$ cat src/rtl/if_fetch_unit.sv
// rtl/if_fetch_unit.sv - instruction fetch stage: PC, imem requests, predecode, skid-buffered output
module if_fetch_unit #(
  parameter int             N        = 32,
  parameter logic [N-1:0]   RESET_PC = '0
) (
  input  logic         clk,
  input  logic         rst,
  output logic         o_imem_req,
  output logic [N-1:0] o_imem_addr,
  input  logic         i_imem_ack,
  input  logic [31:0]  i_imem_rdata,
  output logic         o_bp_is_branch,
  output logic [N-1:0] o_bp_branch_pc,
  input  logic         i_bp_prediction,
  input  logic         i_ex_redirect,
  input  logic [N-1:0] i_ex_redirect_pc,
  input  logic         i_id_stall,
  output logic         o_if_valid,
  output logic [N-1:0] o_if_pc,
  output logic [31:0]  o_if_instr,
  output logic         o_if_pred_taken
);

  typedef enum logic {FETCH, DISCARD} state_t;

  localparam logic [6:0] OP_BRANCH = 7'b1100011;
  localparam logic [6:0] OP_JAL    = 7'b1101111;

  state_t       state_q, state_d;
  logic [N-1:0] pc_q, pc_d;
  logic [N-1:0] addr_q, addr_d;
  logic         out_valid_q, out_valid_d;
  logic [N-1:0] out_pc_q, out_pc_d;
  logic [31:0]  out_instr_q, out_instr_d;
  logic         out_pred_q, out_pred_d;
  logic         skid_valid_q, skid_valid_d;
  logic [N-1:0] skid_pc_q, skid_pc_d;
  logic [31:0]  skid_instr_q, skid_instr_d;
  logic         skid_pred_q, skid_pred_d;

  logic         req;
  logic         accept;
  logic         is_b;
  logic         is_jal;
  logic         pred;
  logic [N-1:0] imm_b;
  logic [N-1:0] imm_j;
  logic [N-1:0] next_pc;

  // Predecode of the returned word; only acted on when the word is accepted.
  always_comb begin
    req    = !rst && ((state_q == FETCH && !skid_valid_q) || state_q == DISCARD);
    accept = req && state_q == FETCH && i_imem_ack && !i_ex_redirect;
    is_b   = i_imem_rdata[6:0] == OP_BRANCH;
    is_jal = i_imem_rdata[6:0] == OP_JAL;
    imm_b  = {{(N-13){i_imem_rdata[31]}}, i_imem_rdata[31], i_imem_rdata[7],
              i_imem_rdata[30:25], i_imem_rdata[11:8], 1'b0};
    imm_j  = {{(N-21){i_imem_rdata[31]}}, i_imem_rdata[31], i_imem_rdata[19:12],
              i_imem_rdata[20], i_imem_rdata[30:21], 1'b0};
    next_pc = addr_q + N'(4);
    pred    = 1'b0;
    if (is_b && i_bp_prediction) begin
      next_pc = addr_q + imm_b;
      pred    = 1'b1;
    end else if (is_jal) begin
      next_pc = addr_q + imm_j;
      pred    = 1'b1;
    end
  end

  always_comb begin
    state_d      = state_q;
    pc_d         = pc_q;
    addr_d       = addr_q;
    out_valid_d  = out_valid_q;
    out_pc_d     = out_pc_q;
    out_instr_d  = out_instr_q;
    out_pred_d   = out_pred_q;
    skid_valid_d = skid_valid_q;
    skid_pc_d    = skid_pc_q;
    skid_instr_d = skid_instr_q;
    skid_pred_d  = skid_pred_q;

    if (i_ex_redirect) begin
      pc_d         = i_ex_redirect_pc;
      out_valid_d  = 1'b0;
      skid_valid_d = 1'b0;
      // A request still outstanding must be drained before the new address can go out.
      if ((req && i_imem_ack) || (state_q == FETCH && !req)) begin
        state_d = FETCH;
        addr_d  = i_ex_redirect_pc;
      end else if (state_q == FETCH) begin
        state_d = DISCARD;
      end
    end else begin
      if (state_q == DISCARD && i_imem_ack) begin
        state_d = FETCH;
        addr_d  = pc_q;
      end
      if (accept) begin
        pc_d   = next_pc;
        addr_d = next_pc;
      end
      if (!out_valid_q || !i_id_stall) begin
        if (skid_valid_q) begin
          out_valid_d  = 1'b1;
          out_pc_d     = skid_pc_q;
          out_instr_d  = skid_instr_q;
          out_pred_d   = skid_pred_q;
          skid_valid_d = 1'b0;
        end else if (accept) begin
          out_valid_d = 1'b1;
          out_pc_d    = addr_q;
          out_instr_d = i_imem_rdata;
          out_pred_d  = pred;
        end else begin
          out_valid_d = 1'b0;
        end
      end else if (accept) begin
        skid_valid_d = 1'b1;
        skid_pc_d    = addr_q;
        skid_instr_d = i_imem_rdata;
        skid_pred_d  = pred;
      end
    end
  end

  always_ff @(posedge clk) begin
    if (rst) begin
      state_q      <= FETCH;
      pc_q         <= RESET_PC;
      addr_q       <= RESET_PC;
      out_valid_q  <= 1'b0;
      out_pc_q     <= '0;
      out_instr_q  <= '0;
      out_pred_q   <= 1'b0;
      skid_valid_q <= 1'b0;
      skid_pc_q    <= '0;
      skid_instr_q <= '0;
      skid_pred_q  <= 1'b0;
    end else begin
      state_q      <= state_d;
      pc_q         <= pc_d;
      addr_q       <= addr_d;
      out_valid_q  <= out_valid_d;
      out_pc_q     <= out_pc_d;
      out_instr_q  <= out_instr_d;
      out_pred_q   <= out_pred_d;
      skid_valid_q <= skid_valid_d;
      skid_pc_q    <= skid_pc_d;
      skid_instr_q <= skid_instr_d;
      skid_pred_q  <= skid_pred_d;
    end
  end

  assign o_imem_req      = req;
  assign o_imem_addr     = addr_q;
  assign o_bp_is_branch  = accept && is_b;
  assign o_bp_branch_pc  = addr_q;
  assign o_if_valid      = out_valid_q;
  assign o_if_pc         = out_pc_q;
  assign o_if_instr      = out_instr_q;
  assign o_if_pred_taken = out_pred_q;

endmodule

$ cat config.mk
export PLATFORM = sky130hd
export DESIGN_NAME = if_fetch_unit
export DESIGN_NICKNAME = d
export VERILOG_FILES = /design/src/rtl/if_fetch_unit.sv
export SDC_FILE = /design/constraint.sdc
export NUM_CORES = 1
export LEC_CHECK = 0
export CORE_MARGIN = 5
export CORE_UTILIZATION = 55
export CTS_CLUSTER_SIZE = 8
export DETAILED_ROUTE_END_ITERATION = 10
export DONT_BUFFER_PORTS = 1
export PLACE_DENSITY = 0.73
export SYNTH_ARGS = -nofsm -noshare
export SYNTH_HDL_FRONTEND = slang
export SYNTH_SLANG_ARGS = --single-unit
export TNS_END_PERCENT = 10
$ cat constraint.sdc
create_clock -name clk -period 4.7 [get_ports clk]
set_clock_uncertainty 0.05 [all_clocks]
set_input_delay 1.41 -clock clk [delete_from_list [all_inputs] [get_ports clk]]
set_output_delay 1.41 -clock clk [all_outputs]
set_load 0.02 [all_outputs]
After elaboration in Yosys (flattened, before gate mapping):

Index checks and enable logic that the tools add are counted.

* input bits: 70
* bits in registers: 197

* bitwise gates (word level): 3
* $add $sub $neg: 3
* equal/unequal tests: 3
* reductions and logical operators: 28
* multiplexer cells: 21

Operators with widths (number)
* 32-bit two-way mux: 12
* 32-bit adder: 2
* 32-bit by 3-bit adder with 32-bit output (second input constant): 1
* 7-bit == test (second input constant): 2
* 1-bit logical AND: 10
* 1-bit two-way mux: 9
* 1-bit zero test: 6
* 3-bit AND reduction: 2
* 2-bit nonzero test: 3
* 1-bit logical OR: 3
* 1-bit NOT: 3
* 3-bit nonzero test: 1
* 3-bit OR reduction: 1
* 2-bit by 1-bit inequality test with 1-bit output (second input constant): 1
* 2-bit AND reduction: 1
* 2-bit OR reduction: 1

Longest topological paths before layout:

* depth in word-level cells: 9
* depth in mapped cells: 14

Worst setup path after synthesis:

Ideal clock, no wire load.

* kind: input -> output
* from: in rst
* to: out o_bp_is_branch
* stages on the path: 4
* setup slack: 389 ps
* arrival: 2851 ps
* buffers on the path: 1
* cells stage by stage: nor4b_1 clkbuf_1 nand2_1 nor4_1

* longest elaborated chain between the ends: 6

RTL lines
* start, declared: RTL line 7 `input logic rst,`
* 1-bit zero test: RTL line 52 `req = !rst && ((state_q == FETCH && !skid_valid_q) || state_q == DISCARD);`
* 1-bit logical AND: RTL line 52
* 1-bit logical AND (3 in series): RTL line 53 `accept = req && state_q == FETCH && i_imem_ack && !i_ex_redirect;`
* 1-bit logical AND: RTL line 158 `assign o_bp_is_branch = accept && is_b;`
* end, declared: RTL line 12 `output logic o_bp_is_branch,`

No other way between the ends.

Worst setup path after layout:

* from: in i_imem_rdata[21]
* to: reg addr_q[29] (netlist: o_bp_branch_pc[29])

* longest elaborated chain between the ends: 5

RTL lines
* start, declared: RTL line 11 `input logic [31:0] i_imem_rdata,`
* 32-bit adder: RTL line 66 `next_pc = addr_q + imm_j;`
* 32-bit two-way mux: RTL line 65 `end else if (is_jal) begin`
* 32-bit two-way mux: RTL line 62 `if (is_b && i_bp_prediction) begin`
* 32-bit two-way mux: RTL line 100 `if (accept) begin`
* 32-bit two-way mux: RTL line 84 `if (i_ex_redirect) begin`
* end signal, assigned: RTL line 144 `addr_q <= addr_d;`
* end, declared: RTL line 31 `logic [N-1:0] addr_q, addr_d;`

No other way between the ends.
A chain may end at the register's enable or synchronous reset.

==> qor.txt <==
Status: completed
Worst-path clk slew: 0.08 ns
Floorplan row count: 53
Drt wl/cell: 20.94 um
Relative slew margins: 0.2860
Initial DRC count: 867
Total number of vias: 10720
CTS Root Cell: clkbuf_16
Setup CP Type: primary input to flop
Register area share after synthesis: 0.3357
Layout cells sized above 1: 0.07939
Width of the die: 156.2 um
Mapped Cells: 1502
Post-Syn Area: 11750 um2
GRT Residual Overflow: 0
CTS Hold Bufs: 0
Crit-path cells: ha_1, inv_1, fa_1, nor2b_1, o21bai_1, a21oi_1, buf_4, a21oi_2, a31oi_1, mux2i_1, a221oi_1, a31oi_1, a21oi_1, a211oi_1
Post-CTS sizing: 0
Synth area leaders: dfxtp_1 34%, nand2_1 6.8%, a21oi_1 6.6%
Area delta synth->final: 5.762%
Total die area: 24380 um2
Slew @ Worst Pin: 1.071 ns
Worst Setup End Kind: flop
Post-Route WL: 35820 um
Clk Latency, worst-skew pair: 0.45 ns
Hold Fails Final Rpt: 0
I/O Buffers: 0
Hold_ws: 0.4016 ns
IO Count: 202
Max-Cap Viols: 0
Diode count: 0
Initial Utilization: 0.5589
Synthesized flop and latch total: 197
Leak: 4.428 nW
DRC violations left: 0
Worst path slowest cell: a31oi_1
Syn_area_per_cell: 7.822 um2
Crit-path max cell delay: 0.58 ns
Crit path required time: 4.97 ns
Unrepaired setup endpoints after global routing: no
Synth area leader: dfxtp_1
CTS Buffer Depth: 2
Fin crit share: 0.8559
Worst path depth: 14
HPWL Detailed: 25170 um
Synth Net Count: 1618
Reg2Reg Launch Point: o_bp_branch_pc[5]
Global Route Usage Sum: 0.2848
Most common flop cell mapped by yosys: dfxtp_1
Fin nets: 1539
Most frequent cell after synthesis: nand2_1
TritonRoute pass-1 iters: 7
Power density relative to cell area: 336.2 nW/um2
# Post-CTS Setup Buffers: 0
Hold Crit Class: flop to flop
Vias in the first global route: 10070
Top cell types by occurrence after synthesis: 214 x nand2_1, 197 x dfxtp_1, 184 x nor2_1
Vias per inst: 6.268
Synth top area share: 0.3357
Worst path bufs/invs: 2
Routability cong.: 0.9737
EDFF count, synth: 0
Asr flop ratio synth: 0
Setup TNS: 0 ns
Largest net degree at the start of global routing: 204
Critical R2R Capture: o_bp_branch_pc[23]
CTS Buf Count: 17
Core region area: 21020 um2
Setup crit end: o_bp_branch_pc[29]
Crit-path max FO: 4
Die height: 156.2 um
Clock Sinks: 197
Family with the most delay on the worst path: compound AO/OA/AOI/OAI gates
Max-slew violations: 0
Critical Path AT: 4.30 ns
Synthesis warning total: 0
CP Launch Type: primary input
Max Clock Freq: 248.6 MHz
Final setup fails: 0
Initial antenna violation count: 0
TritonCTS clock tree: yes
First-pass GRT wire length: 55650 um
Antenna viol nets, final: 0
Final min period: 4.023 ns
R2R setup slack: 0.91 ns
VDD IR max: 234.7 uV
Cell variety after synth: 80
Htree depth: 4
CP startpoint: i_imem_rdata[21]
Cell depth of the worst flop-to-flop path: 13
==> placed cells by master, fill, tap and decap left out, types with 20 or more instances in the layout <==
master,count
a211oi_1,92
a21o_1,22
a21oi_1,154
buf_4,40
dfxtp_1,196
ha_1,44
inv_1,21
mux2i_1,70
nand2_1,214
nand3_1,24
nor2_1,182
nor3_1,20
o21ai_0,51
xnor2_1,28
xor2_1,22
==> power by group <==
part | total, W | leakage (nW) | switching (W) | internal (W)
Clock | 0.00154 | 0.301 | 0.000764 | 0.000775
Combinational | 0.000762 | 2.52 | 0.000472 | 0.000290
Sequential | 0.00188 | 1.61 | 0.000138 | 0.00174
Total | 0.00418 | 4.43 | 0.00137 | 0.00280
==> how the worst min path moves through the flow <==
stage,from,end,slack (ns),cells past startpoint
detailed placement,skid_pc_q[7],skid_pc_q[7],0.39,2
floorplan,skid_instr_q[0],skid_instr_q[0],0.39,2
CTS,skid_pc_q[7],skid_pc_q[7],0.40,2
finish,skid_pc_q[7],skid_pc_q[7],0.40,2
global route,skid_pc_q[28],skid_pc_q[28],0.42,2
global placement,skid_pc_q[11],skid_pc_q[11],0.39,2
==> routing by layer <==
metal,routed length [um],track usage,part of all wire
met5,0,0,0
met4,1404,0.1174,0.039
met3,2882,0.07074,0.080
met2,17350,0.4882,0.48
met1,14180,0.3415,0.40
==> cell families (layout without fill, tap and decap cells) <==
logic type	after synthesis	after routing	synth area share
AO/OA/AOI/OAI	448	448	0.2553
XOR/XNOR	50	50	0.03727
multiplexers	72	72	0.06155
flip-flops	197	197	0.3357
adder cells (fa/ha/maj)	46	46	0.05027
buffers and inverters	162	96	0.06518
AND/OR/NAND/NOR	527	527	0.1948
==> cell type report <==
cell class	instances	area, um2
flip-flops and latches	197	3948
fillers	1925	8596
well taps	275	344.1
clock inverters	15	200.2
repair buffers	43	360.3
multi-input cells	1143	7069
clock buffers	17	425.4
inverters	21	78.83
==> sequential cells by signal, summed over array words and instances, names as in the netlist <==
signal           count
o_bp_branch_pc      32
o_if_instr          32
o_if_pc             32
pc_q                32
skid_instr_q        32
skid_pc_q           32
o_if_pred_taken      1
o_if_valid           1
skid_pred_q          1
skid_valid_q         1
state_q              1
==> tightest hold or removal path, delay by kind of cell (launching register included) <==
| family | cells | cell delay, ns |
|---|---|---|
| AND/OR/NAND/NOR | 1 | 0.05 |
| AO/OA/AOI/OAI | 1 | 0.05 |
| flip-flops | 1 | 0.31 |
==> metrics by stage <==
stage	setup slack, ns	power (W)	utilization	cells	instance area (um2)
floorplan	0.3894	0.002526	-	1502	11750
global placement	0.3875	0.002656	0.5613	1679	11800
detailed placement	0.3335	0.002665	0.5613	1679	11800
CTS	0.7400	0.004197	0.5911	1711	12430
global route	0.4328	0.004355	0.5911	1711	12430
finish	0.6772	0.004177	0.5911	1711	12430
No activity file was read; power rests on OpenSTA's default activity.
